File: src/rtl/imem_boot_loader.sv
// Boot loader: assembles a little-endian byte stream into 32-bit words, writes them to
// instruction memory, and holds the core in reset until the whole image has been written.
module imem_boot_loader #(
    parameter int          N           = 64,
    parameter int          DEPTH_WORDS = 1024,
    parameter logic [63:0] BASE_ADDR   = 64'h0,
    parameter int unsigned TIMEOUT     = 65535
) (
    input  logic         clk,
    input  logic         rst,
    input  logic         start,
    input  logic         in_valid,
    input  logic [7:0]   in_data,
    output logic         in_ready,
    output logic         imem_we,
    output logic [N-1:0] imem_addr,
    output logic [31:0]  imem_wdata,
    output logic         core_rst,
    output logic         busy,
    output logic         done,
    output logic         error,
    output logic [15:0]  words_loaded
);

    localparam logic [2:0] S_IDLE  = 3'd0;
    localparam logic [2:0] S_LEN   = 3'd1;
    localparam logic [2:0] S_DATA  = 3'd2;
    localparam logic [2:0] S_DONE  = 3'd3;
    localparam logic [2:0] S_ERROR = 3'd4;

    localparam logic [N-1:0] BASE = BASE_ADDR[N-1:0];

    logic [2:0]   state_q, state_d;
    logic [31:0]  len_q, len_d;
    logic [31:0]  shift_q, shift_d;
    logic [1:0]   byte_cnt_q, byte_cnt_d;
    logic [31:0]  idle_q, idle_d;
    logic [15:0]  words_loaded_q, words_loaded_d;
    logic         imem_we_q, imem_we_d;
    logic [N-1:0] imem_addr_q, imem_addr_d;
    logic [31:0]  imem_wdata_q, imem_wdata_d;
    logic         core_rst_q, core_rst_d;

    logic         hs;
    logic [31:0]  next_word;
    logic         last_write;
    logic         timed_out;

    assign in_ready   = (state_q == S_LEN) || (state_q == S_DATA);
    assign hs         = in_ready && in_valid;
    assign next_word  = {in_data, shift_q[31:8]};
    // The final word's write cycle ends the load; a byte offered then is not part of the image.
    assign last_write = (state_q == S_DATA) && imem_we_q && ({16'd0, words_loaded_q} == len_q);
    assign timed_out  = (TIMEOUT != 0) && !hs && ((idle_q + 32'd1) == TIMEOUT);

    always_comb begin
        state_d        = state_q;
        len_d          = len_q;
        shift_d        = shift_q;
        byte_cnt_d     = byte_cnt_q;
        idle_d         = idle_q;
        words_loaded_d = words_loaded_q;
        imem_we_d      = 1'b0;
        imem_addr_d    = imem_addr_q;
        imem_wdata_d   = imem_wdata_q;
        core_rst_d     = core_rst_q;

        case (state_q)
            S_IDLE, S_DONE, S_ERROR: begin
                if (start) begin
                    state_d        = S_LEN;
                    shift_d        = '0;
                    byte_cnt_d     = '0;
                    idle_d         = '0;
                    words_loaded_d = '0;
                    core_rst_d     = 1'b1;
                end
            end
            S_LEN, S_DATA: begin
                idle_d = hs ? '0 : idle_q + 32'd1;
                if (last_write) begin
                    state_d    = S_DONE;
                    core_rst_d = 1'b0;
                end else if (timed_out) begin
                    state_d = S_ERROR;
                end else if (hs) begin
                    shift_d    = next_word;
                    byte_cnt_d = byte_cnt_q + 2'd1;
                    if (byte_cnt_q == 2'd3) begin
                        if (state_q == S_LEN) begin
                            len_d   = next_word;
                            state_d = (next_word == 32'd0 || next_word > 32'(DEPTH_WORDS))
                                      ? S_ERROR : S_DATA;
                        end else begin
                            imem_we_d      = 1'b1;
                            imem_wdata_d   = next_word;
                            imem_addr_d    = BASE + (N'(words_loaded_q) << 2);
                            words_loaded_d = words_loaded_q + 16'd1;
                        end
                    end
                end
            end
            default: state_d = S_IDLE;
        endcase
    end

    // NOTE: state flops use non-blocking assignments so every register samples pre-edge values.
    always_ff @(posedge clk or negedge rst) begin
        if (!rst) begin
            state_q        <= S_IDLE;
            len_q          <= '0;
            shift_q        <= '0;
            byte_cnt_q     <= '0;
            idle_q         <= '0;
            words_loaded_q <= '0;
            imem_we_q      <= 1'b0;
            imem_addr_q    <= '0;
            imem_wdata_q   <= '0;
            core_rst_q     <= 1'b1;
        end else begin
            state_q        <= state_d;
            len_q          <= len_d;
            shift_q        <= shift_d;
            byte_cnt_q     <= byte_cnt_d;
            idle_q         <= idle_d;
            words_loaded_q <= words_loaded_d;
            imem_we_q      <= imem_we_d;
            imem_addr_q    <= imem_addr_d;
            imem_wdata_q   <= imem_wdata_d;
            core_rst_q     <= core_rst_d;
        end
    end

    assign imem_we      = imem_we_q;
    assign imem_addr    = imem_addr_q;
    assign imem_wdata   = imem_wdata_q;
    assign core_rst     = core_rst_q;
    assign busy         = in_ready;
    assign done         = (state_q == S_DONE);
    assign error        = (state_q == S_ERROR);
    assign words_loaded = words_loaded_q;

endmodule
File: config.mk
export PLATFORM = sky130hd
export DESIGN_NAME = imem_boot_loader
export DESIGN_NICKNAME = d
export VERILOG_FILES = /design/src/rtl/imem_boot_loader.sv
export SDC_FILE = /design/constraint.sdc
export NUM_CORES = 1
export LEC_CHECK = 0
export ABC_AREA = 1
export BUFFER_PORTS_ARGS = -buffer_cell sky130_fd_sc_hd__buf_2
export CORE_UTILIZATION = 57
export DETAILED_ROUTE_END_ITERATION = 7
export PLACE_DENSITY = 0.91
export SLEW_MARGIN = 20
export SYNTH_ARGS = -nofsm -noshare
export SYNTH_HDL_FRONTEND = slang
export SYNTH_SLANG_ARGS = --single-unit
File: constraint.sdc
create_clock -name clk -period 2.4 [get_ports clk]
set_input_delay 0.24 -clock clk [delete_from_list [all_inputs] [get_ports clk]]
set_output_delay 0.24 -clock clk [all_outputs]
set_load 0.05 [all_outputs]
==> results.toml <==
[run_status]
status = "complete, no violations"

[logic_synthesis]
synthesis.area_um2 = 8280
async_flop_share = 1.00
synth.avg_cell_area_um2 = 7.71
synthCells = 1074
synth_edf_count = 0
ys_seq_elements = 159
ys_seq_area_frac = 0.481
yosys_warnings = 0
synth_top_flop_cell = "dfrtp_1"
synth_cell_type_count = 40

[floorplanning]
dieArea_um2 = 15000
initial_utilization = 0.589
core-area_um2 = 14000
die_x_um = 122
io-pin-count = 130
die_h_um = 122
rows = 43

[clock_tree]
cts_max_path_buffers = 2
cts-root-buf = "clkbuf_16"
cts_tree = "yes"
htreeDepth = 4
clkSinkCount = 159
cts_buffers = 17
clk_pin_slew_worst_paths_ns = 0.07
clk_latency_ns = 0.44

[power_and_ir_drop]
power-per-cell-area_nw_per_um2 = 973
cellLeakagePower_nw = 4.56
ir_drop_mv = 0.691
total_power_mw = 9.31

[worst_setup_path]
required_ns = 2.76
reg2reg_slack_ns = 0.14
cp.arrival_ns = 2.62
cp-end-kind = "flip-flop"
reg2reg_depth = 12
startpoint_type = "flip-flop"
critical_path_class = "reg -> reg"
timing.rr.start = "words_loaded[7]"
r2r-end = "words_loaded[15]"
crit_fanout = 13

[drt]
drt_first_pass_iters = 8
drc_errors = 0
route.vias.total = 7594
ant_nets = 0
wl_mm = 21.4
via_per_inst = 5.58
drt_first_iter_violations = 726
wl_per_cell_um = 15.7

[placement]
routabilityCongestion = 0.957
post-dp-hpwl_mm = 14.8
placed_cell_area_um2 = 8790
post-place-ws_ns = 0.0557
port_buffers = 81

[sta]
fin_crit_ns = 2.26
worst_slew_pin_slew_ns = 0.771
max_freq_ghz = 0.442
slew_headroom = 0.481
layout_setup_ws_ns = 0.139
skew_ns = 0.00872
setup_viol = 0
final.hold.worst_slack_ns = 0.0704
finalCritPeriodShare = 0.942
finalHoldViolCount = 0
report.final.slew_viol_count = 0

[final_layout]
fillers = 1088
final_cell_mix = "nand2_1, dfrtp_1, o21ai_0, inv_1, nor2_1"
final_common_cell = "nand2_1"
drive_gt1_frac = 0.163
fin_nets = 1183
final_util = 0.681
multiInputGateArea_um2 = 3590
area_growth_syn_to_layout_pct = 15.6
register_area_um2 = 3980
antenna_cells = 0
postLayoutCellArea_um2 = 9560

[grt]
grt-ovfl-total = 0
grt_max_degree = 52
antenna_found_initial = 0
grt_pass1_wl_mm = 34.9
gr-usage-all-layers = 0.303
grt_pass1_vias = 7197

[worst_hold_path]
min_from = "in_data[6]"
holdPathStages = 3
min_to = "shift_q[30]"
hold_path_class = "in -> reg"

[run]
cap_violations = 0
[kinds of logic (layout without fill, tap and decap cells)]
kind of cell | count (synthesis) | in the layout | synth area share
xor gates and xnor gates | 9 | 9 | 0.00953
buffers and inverters | 210 | 268 | 0.120
AOI/OAI and AO/OA | 179 | 179 | 0.116
adders and majority gates | 4 | 4 | 0.00605
muxes | 1 | 1 | 0.00136
DFF | 159 | 159 | 0.481
other | 1 | 48 | 0.000453
and+or+nand+nor | 511 | 512 | 0.266
[layout make-up]
class / instances / area share
inverters: 128 / 0.0510
repair buffers: 108 / 0.0705
well taps: 180 / 0.0235
clock buffers: 18 / 0.0459
flip-flops and latches: 159 / 0.416
multi-input cells: 753 / 0.375
clock inverters: 14 / 0.0175
[synth_stat cells, drive strengths merged, types with 2 or more instances]
cell	number	area (um2)
dfrtp	158	3950
nor4	7	43.8
nand4	18	113
nand2	296	1130
inv	127	477
ha	4	50.1
nand3	72	370
nor3	12	70.1
o22ai	5	31.3
a31oi	3	18.8
buf	66	453
nor2	102	440
xnor2	3	26.3
o2111ai	2	17.5
xor2	6	52.6
a21oi	6	30.0
o21a	13	97.6
nor4b	2	17.5
o21ai	146	731
clkbuf	16	60.1
[how the worst max path moves through the flow]
stage / from / end / slack [ns] / cells after the start
3_5_place_dp: words_loaded[7] / shift_q[21] / 0.06 / 11
2_1_floorplan: words_loaded[1] / words_loaded[14] / 0.09 / 11
4_1_cts: state_q[1] / words_loaded[15] / 0.05 / 12
3_3_place_gp: state_q[1] / words_loaded[15] / 0.11 / 12
5_1_grt: idle_q[12] / state_q[1] / -0.05 / 17
6_report: words_loaded[7] / words_loaded[15] / 0.14 / 12
[stage by stage]
stage / instances / setup TNS (ns)
after CTS: 1353 / 0
final: 1360 / 0
after detailed placement: 1320 / 0
after global routing: 1360 / -0.0469
after global placement: 1320 / 0
after floorplan: 1121 / 0
[layer usage]
| metal | part of all wire | global-route usage |
|---|---|---|
| met1 | 0.42 | 0.404 |
| met2 | 0.47 | 0.469 |
| met3 | 0.080 | 0.0688 |
| met4 | 0.034 | 0.141 |
| met5 | 0 | 0 |
[report_power, final]
part,switching (mW),internal [mW]
sequential,0.330,3.13
combinational,2.32,0.719
clock,1.21,1.60
total,3.86,5.45
[worst max-delay path, cell delays in order, from the launching register on]
cell	delay, ns
dfrtp_1	0.48
inv_2	0.10
nand2_1	0.09
nand2_1	0.05
nor2_1	0.15
nand4_1	0.13
nor4_1	0.32
nand3_1	0.22
nand2_4	0.19
nor2_4	0.11
inv_2	0.17
nand2_1	0.07
o21ai_1	0.09
[sequential cells by signal (all words and copies together) (netlist names)]
register and cells:
byte_cnt_q 2, core_rst 1, idle_q 32, imem_addr 16, imem_wdata 32, imem_we 1
len_q 32, shift_q 24, state_q 3, words_loaded 16
[what timing repair did]
| item | 4_1_cts | 5_1_grt |
|---|---|---|
| buffers inserted | 0 | 6 |
| resized for setup | 2 | 31 |
| pin swaps | 0 | 12 |
| hold endpoints to repair | 48 | 0 |
| gates cloned | 0 | 1 |
| hold buffers | 1 | 0 |
| setup endpoints to repair | 6 | 46 |
Note: power is estimated with default switching activity, not from simulation.
